$ cat src/rtl/ps2_kbd_tx.sv
// ps2_kbd_tx - device-side PS/2 keyboard frame generator.
//
// Scan-code bytes arrive over a valid/ready handshake into a small FIFO and
// are serialised one at a time as 11-bit PS/2 frames (start, 8 data bits LSB
// first, odd parity, stop). ps2_data only changes while ps2_clk is high, so
// the receiver can sample on the falling edge of ps2_clk.
//
// Parameters:
//   HALF_CYC - system clocks per PS/2 clock half-period (>= 2)
//   GAP_CYC  - idle system clocks between frames, both lines high (>= 1)
//   DEPTH    - FIFO depth in bytes, power of two (>= 2)
//
// Ports:
//   clk        in   system clock, rising edge
//   rst        in   synchronous reset, active-high
//   in_data    in   scan-code byte to send
//   in_valid   in   in_data valid this cycle
//   in_ready   out  FIFO not full; byte taken when in_valid & in_ready
//   ps2_clk    out  PS/2 clock to receiver, idles high
//   ps2_data   out  PS/2 data to receiver, idles high
//   busy       out  frame in progress or FIFO non-empty
//   sent_pulse out  one-cycle pulse after the stop bit's low phase ends
module ps2_kbd_tx #(
  parameter int HALF_CYC = 4,
  parameter int GAP_CYC  = 8,
  parameter int DEPTH    = 8
) (
  input  logic       clk,
  input  logic       rst,
  input  logic [7:0] in_data,
  input  logic       in_valid,
  output logic       in_ready,
  output logic       ps2_clk,
  output logic       ps2_data,
  output logic       busy,
  output logic       sent_pulse
);

  localparam int AW   = $clog2(DEPTH);
  localparam int CW   = AW + 1;
  localparam int TMAX = (HALF_CYC > GAP_CYC) ? HALF_CYC : GAP_CYC;
  localparam int TW   = $clog2(TMAX + 1);

  localparam logic [TW-1:0] HALF_LAST = TW'(HALF_CYC - 1);
  localparam logic [TW-1:0] GAP_LAST  = TW'(GAP_CYC - 1);
  localparam logic [CW-1:0] FULL_CNT  = CW'(DEPTH);

  typedef enum logic [1:0] {
    S_IDLE,
    S_HIGH,
    S_LOW,
    S_GAP
  } state_t;

  state_t          state_q, state_d;
  logic [TW-1:0]   timer_q, timer_d;
  logic [3:0]      bit_q, bit_d;
  logic [10:0]     shreg_q, shreg_d;
  logic [AW-1:0]   wr_ptr_q, wr_ptr_d;
  logic [AW-1:0]   rd_ptr_q, rd_ptr_d;
  logic [CW-1:0]   count_q, count_d;
  logic [7:0]      mem [DEPTH];

  logic            ps2_clk_q, ps2_clk_d;
  logic            ps2_data_q, ps2_data_d;
  logic            in_ready_q, in_ready_d;
  logic            busy_q, busy_d;
  logic            sent_q, sent_d;

  logic            push;
  logic            pop;

  // Frame bit 0 goes out first: start, d[0..7], odd parity, stop.
  function automatic logic [10:0] make_frame(input logic [7:0] d);
    return {1'b1, ~^d, d, 1'b0};
  endfunction

  assign push = in_valid & in_ready_q;
  assign pop  = (state_q == S_IDLE) && (count_q != '0);

  always_comb begin
    state_d  = state_q;
    timer_d  = timer_q + TW'(1);
    bit_d    = bit_q;
    shreg_d  = shreg_q;
    sent_d   = 1'b0;

    unique case (state_q)
      S_IDLE: begin
        timer_d = '0;
        if (pop) begin
          shreg_d = make_frame(mem[rd_ptr_q]);
          bit_d   = '0;
          state_d = S_HIGH;
        end
      end
      S_HIGH: begin
        if (timer_q == HALF_LAST) begin
          timer_d = '0;
          state_d = S_LOW;
        end
      end
      S_LOW: begin
        if (timer_q == HALF_LAST) begin
          timer_d = '0;
          if (bit_q < 4'd10) begin
            // Advance to the next bit as the clock goes high again, so data
            // only ever changes during the high phase.
            bit_d   = bit_q + 4'd1;
            shreg_d = {1'b1, shreg_q[10:1]};
            state_d = S_HIGH;
          end else begin
            sent_d  = 1'b1;
            state_d = S_GAP;
          end
        end
      end
      S_GAP: begin
        if (timer_q == GAP_LAST) begin
          timer_d = '0;
          state_d = S_IDLE;
        end
      end
      default: begin
        timer_d = '0;
        state_d = S_IDLE;
      end
    endcase
  end

  always_comb begin
    wr_ptr_d = push ? wr_ptr_q + AW'(1) : wr_ptr_q;
    rd_ptr_d = pop  ? rd_ptr_q + AW'(1) : rd_ptr_q;
    count_d  = count_q;
    unique case ({push, pop})
      2'b10:   count_d = count_q + CW'(1);
      2'b01:   count_d = count_q - CW'(1);
      default: count_d = count_q;
    endcase
  end

  // Outputs are registered from next-state values so they line up with the
  // state they describe without an extra cycle of lag.
  always_comb begin
    ps2_clk_d  = (state_d != S_LOW);
    ps2_data_d = ((state_d == S_HIGH) || (state_d == S_LOW)) ? shreg_d[0] : 1'b1;
    busy_d     = (state_d != S_IDLE) || (count_d != '0);
    in_ready_d = (count_d != FULL_CNT);
  end

  // ---- control registers ----
  always_ff @(posedge clk) begin
    if (rst) begin
      state_q    <= S_IDLE;
      timer_q    <= '0;
      bit_q      <= '0;
      wr_ptr_q   <= '0;
      rd_ptr_q   <= '0;
      count_q    <= '0;
      ps2_clk_q  <= 1'b1;
      ps2_data_q <= 1'b1;
      in_ready_q <= 1'b1;
      busy_q     <= 1'b0;
      sent_q     <= 1'b0;
    end else begin
      state_q    <= state_d;
      timer_q    <= timer_d;
      bit_q      <= bit_d;
      wr_ptr_q   <= wr_ptr_d;
      rd_ptr_q   <= rd_ptr_d;
      count_q    <= count_d;
      ps2_clk_q  <= ps2_clk_d;
      ps2_data_q <= ps2_data_d;
      in_ready_q <= in_ready_d;
      busy_q     <= busy_d;
      sent_q     <= sent_d;
    end
  end

  // ---- data registers (contents are don't-care until loaded) ----
  always_ff @(posedge clk) begin
    shreg_q <= shreg_d;
    if (push) begin
      mem[wr_ptr_q] <= in_data;
    end
  end

  assign in_ready   = in_ready_q;
  assign ps2_clk    = ps2_clk_q;
  assign ps2_data   = ps2_data_q;
  assign busy       = busy_q;
  assign sent_pulse = sent_q;

endmodule

$ cat config.mk
export PLATFORM = sky130hd
export DESIGN_NAME = ps2_kbd_tx
export DESIGN_NICKNAME = d
export VERILOG_FILES = /design/src/rtl/ps2_kbd_tx.sv
export SDC_FILE = /design/constraint.sdc
export NUM_CORES = 1
export LEC_CHECK = 0
export ABC_AREA = 0
export BUFFER_PORTS_ARGS = -buffer_cell sky130_fd_sc_hd__buf_2
export CAP_MARGIN = 20
export CORE_MARGIN = 2
export CORE_UTILIZATION = 55
export DETAILED_ROUTE_END_ITERATION = 10
export GPL_ROUTABILITY_DRIVEN = 0
export PLACE_DENSITY = 0.78
export SLEW_MARGIN = 20
export SYNTH_ARGS = -nofsm -noshare
export SYNTH_HDL_FRONTEND = slang
export SYNTH_SLANG_ARGS = --single-unit
export TNS_END_PERCENT = 5
$ cat constraint.sdc
create_clock -name clk -period 3.1 [get_ports clk]
set_input_delay 0.155 -clock clk [delete_from_list [all_inputs] [get_ports clk]]
set_output_delay 0.155 -clock clk [all_outputs]
set_load 0.02 [all_outputs]
### Word-level counts from Yosys, hierarchy flattened

Memories as Yosys holds them, arrays and structs flattened. A register that Yosys moved wholly into a read port is not among the register bits.
Index checks and enable logic that the tools add are counted.

* register bits: 36
* bits in writable memories: 64
* logic and storage cells: 75
* memories: 1

Memory list
* mem: depth 8, bits a word 8, rd ports 1, clocked after Yosys merged registers in 1, wr ports 1, RTL line 62 `logic [7:0] mem [DEPTH];`

* add/subtract/negate cells: 6
* $lt $le $gt $ge: 1
* equality and inequality tests: 14
* mux-type cells: 23
* bitwise operators: 4
* reduce and logical (&&, ||, !) cells: 13

Operator list (count)
* 11-bit 2-to-1 mux: 3
* 11-bit case mux with 2 select lines: 1
* 4-bit 2-to-1 mux: 5
* 4-bit case mux with 2 select lines: 2
* 4-bit by 1-bit adder with 4-bit output (second input constant): 3
* 4-bit case mux with 3 select lines: 1
* 2-bit 2-to-1 mux: 5
* 2-bit == test (second input constant): 4
* 2-bit inequality test (second input constant): 4
* 2-bit case mux with 4 select lines: 1
* 4-bit nonzero test: 2
* 8-bit XNOR reduction: 1
* 3-bit by 1-bit adder with 3-bit output (second input constant): 2
* 2-bit by 1-bit == test with 1-bit output (second input constant): 3
* 3-bit 2-to-1 mux: 2
* 4-bit by 2-bit == test with 1-bit output (second input constant): 1
* 4-bit by 3-bit == test with 1-bit output (second input constant): 1
* 4-bit < comparator (second input constant): 1
* 4-bit inequality test (second input constant): 1
* 4-bit AND reduction: 1
* 2-bit nonzero test: 2
* 2-bit OR reduction: 2
* 4-bit by 1-bit subtractor with 4-bit output (second input constant): 1
* 1-bit 2-to-1 mux: 3
* other kinds (6): 9

### Longest topological paths before layout

* depth in word-level cells: 8
* mapped depth: 13
* mapped depth without buffers: 13

### Worst setup path before layout

Ideal clock, no wire load.

* kind: reg-to-reg
* start: register count_q[0]
* end: register busy_q, in the netlist busy
* setup time: 0.131 ns
* data arrival time: 2.309 ns
* data required time: 2.969 ns
* setup slack: 0.660 ns
* stages on the path, launching flop included: 14
* buffers on the path: 1
* clock period less this slack: 2.440 ns
* cell sequence: dfxtp_1 -> clkbuf_1 -> nor4_1 -> nand2b_1 -> inv_2 -> ha_1 -> xor2_1 -> ha_1 -> a21oi_1 -> xor2_1 -> nor2_1 -> xnor2_1 -> nor2b_1 -> a31oi_1

* word-level cells in the longest chain between the ends: 6
* elaborated cells on any way between the ends: 12
* those cells by class: add/sub: 2; eq/ne: 2; mux: 3; reduce/logical: 5

RTL lines
* start, declared: RTL line 61 `logic [CW-1:0] count_q, count_d;`
* start signal, assigned: RTL line 171 `count_q <= count_d;`
* 4-bit nonzero test (*): RTL line 79 `assign pop = (state_q == S_IDLE) && (count_q != '0);`
* 1-bit logical AND (*): RTL line 79
* via pop: RTL line 71 `logic pop;`
* 2-bit by 1-bit == test with 1-bit output, or another cell as far along: RTL line 135 `unique case ({push, pop})`
* 4-bit case mux with 2 select lines / 2-bit case mux with 4 select lines (equally long branches): RTL line 135, 88
* 4-bit nonzero test / 2-bit nonzero test (equally long branches): RTL line 147 `busy_d = (state_d != S_IDLE) || (count_d != '0);`
* 1-bit logical OR (*): RTL line 147
* end signal, assigned: RTL line 175 `busy_q <= busy_d;`
* end, declared: RTL line 67 `logic busy_q, busy_d;`

Mark *: on every way through the listed nets, which the timed path passes. The rest lies on a longest branch.
A chain may end at the register's enable or synchronous reset.

### Final worst setup path

Ends and elaborated chain as after synthesis.

==> flow_summary.toml <==
[clock_network]
cts-hold-fix-buffers = 0
clock_sinks = 103
htreeDepth = 3
clock_latency_ns = 0.36
cts_resized = 0
cts_tree = "done"
cts_buffers = 9
clk_pin_slew_ns = 0.11
cts_setup_buffers = 0
cts_buffer_depth = 2
root_buffer = "clkbuf_8"

[worst_hold_path]
hp-class = "in -> reg"

[floorplan]
io_pins = 16
die_area_um2 = 8509
die_w_um = 92.25
num_rows = 32
start_util_pct = 56.00
fp.dieH_um = 92.25
core-area_um2 = 7647

[yosys]
post-synth-top-count-cell = "edfxtp_1"
synth.top_cells.by_area = "edfxtp_1 (52%), dfxtp_1 (14%), mux4_2 (7.4%), ha_1 (3.8%), nor2_1 (2.5%)"
syn_nets = 317
yosys.area.top_type = "edfxtp_1"
syn-cell-area_um2 = 4283
yosysWarnings = 0
yosysUniqueCellTypes = 43
ys_top_cells_by_count = "edfxtp_1 (74), dfxtp_1 (29), nor2_1 (28), nand2_1 (27), mux4_2 (14)"
ys_ff_latch = 103
ys_seq_area_share_pct = 65.44
netlist.area_leader.share_pct = 51.88
avgSynthCellArea_um2 = 14.62
async_reset_ff_share_pct = 0
synthFlopType = "edfxtp_1"
synth_edf_count = 74
synthCells = 293

[sta]
finalHoldViolations = 0
period_share_pct = 82.21
final_max_slew_viol_count = 0
fin_ws_ns = 0.5515
rsz0062_at_grt = "false"
slew_headroom_pct = 42.91
finClkSkew_ns = 0.01592
max_freq_ghz = 0.3924
setup_viol = 0
worst_pin_slew_ns = 0.8532
whs_ns = 0.04756
final.setup.tns_ns = 0
period_needed_ns = 2.548

[layout]
area_growth_pct = 9.261
seqCellArea_um2 = 2803
nFillCells = 554
multiInputGateArea_um2 = 1369
antennaDiodeCount = 0
fin_util_pct = 61.19
nets = 340
drive_gt1_share_pct = 19.00

[pwr]
p_total_mw = 3.827
pwr_density_cell_nw_per_um2 = 817.8
ir_drop_v = 0.0003967
cellLeakagePower_nw = 1.626

[drt]
antenna_left = 0
routed_wl_um = 6855
drc = 0
drtIter0Drc = 90
routed-via-count = 2327
wl_per_cell_um = 16.21
avgViaCountPerCell = 5.501
first_pass_iters = 5

[worst_setup_path]
slowest_delay_ns = 0.40
critPathKind = "reg -> reg"
endpoint_kind = "flip-flop"
critPathRequiredTime_ns = 3.35
path_delay_family = "simple AND/OR/NAND/NOR gates"
crit_buf_inv = 1
start_kind = "flip-flop"
crit_arrival_ns = 2.79
cp_cell_sequence = "nor4_1, nand2b_1, inv_2, ha_1, xor2_1, ha_1, a21oi_1, xor2_1, nor2_1, xnor2_1, nor2b_1, a31oi_1"
cpMaxStageDelayCell = "dfxtp_1"
crit_path_max_fanout = 8

[placed_design]
place_ws_ns = 0.5422
io_buffers = 15
dpl.hpwl_um = 4600

[global_routing]
grt.total_usage_pct = 17.73
antenna_found_initial = 0
gr-total-overflow = 0
grt_max_degree = 22
grt_pass1_vias = 2297
grt_first_pass_wirelength_um = 11310

[run_status]
status = "completed"

[job]
cap_viol_max_count = 0
-- where the power goes --
part	internal, mW	switching (mW)	total [mW]
clock	0.320	0.495	0.815
combinational	0.536	0.640	1.18
sequential	1.72	0.116	1.84
total	2.58	1.25	3.83
-- through the flow --
step / instance area [um^2] / instances
floorplan: 4283 / 293
global placement: 4472 / 407
detailed placement: 4472 / 407
CTS: 4679 / 423
global route: 4679 / 423
finish: 4679 / 423
-- flip-flops by register name, summed over array words and instances (netlist names), named ones only --
| signal | cells |
|---|---|
| sent_pulse | 1 |
| count_q | 4 |
| shreg_q | 11 |
| busy | 1 |
| wr_ptr_q | 3 |
| rd_ptr_q | 3 |
| ps2_data | 1 |
| in_ready | 1 |
| timer_q | 4 |
| bit_q | 4 |
| ps2_clk | 1 |
| state_q | 2 |
| mem | 64 |
-- final cells by class --
| cell class | instances | share of cell area (%) |
|---|---|---|
| Clock inverter | 7 | 1.791 |
| Timing Repair Buffer | 24 | 3.048 |
| Sequential cell | 103 | 59.89 |
| Inverter | 8 | 0.6417 |
| Clock buffer | 9 | 2.647 |
| Tap cell | 102 | 2.727 |
| Multi-Input combinational cell | 170 | 29.25 |
-- layer usage --
layer | vias up | global-route usage, % | routed length [um]
met3 | 9 | 5.259 | 408
met1 | 1124 | 22.58 | 2988
met4 | 0 | 4.478 | 68
met2 | 66 | 29.96 | 3390
li1 | 1128 | - | -
met5 | - | 0 | 0
-- path summary, 6_finish.rpt --
check	from	endpoint	slack (ns)	cells after the start
setup / recovery	count_q[0]	busy	0.55	12
hold / removal	in_data[1]	mem[6][1]	0.05	1
setup reg to reg	count_q[0]	busy	0.55	12
hold reg to reg	timer_q[0]	timer_q[0]	0.47	1
-- cells by family after synthesis --
logic type                 Yosys count  share of synthesized area (%)
and+or+nand+nor                     81                          8.472
muxes                               25                          11.04
DFF                                103                          65.44
adders and majority gates           13                          3.798
buffers and inverters               20                          2.600
xor gates and xnor gates            19                          4.061
AOI/OAI and AO/OA                   32                          4.587
-- cell usage in the layout (no fill, tap or decap), drive strengths merged, types with 10 or more instances in the layout --
cell type  synthesis  layout
buf                4      24
dfxtp             29      29
edfxtp            74      74
ha                13      13
inv                8      10
mux4              16      16
nand2             27      27
nor2              28      28
o21ai             13      13
xnor2             10      10
No activity file was read; power rests on OpenSTA's default activity.
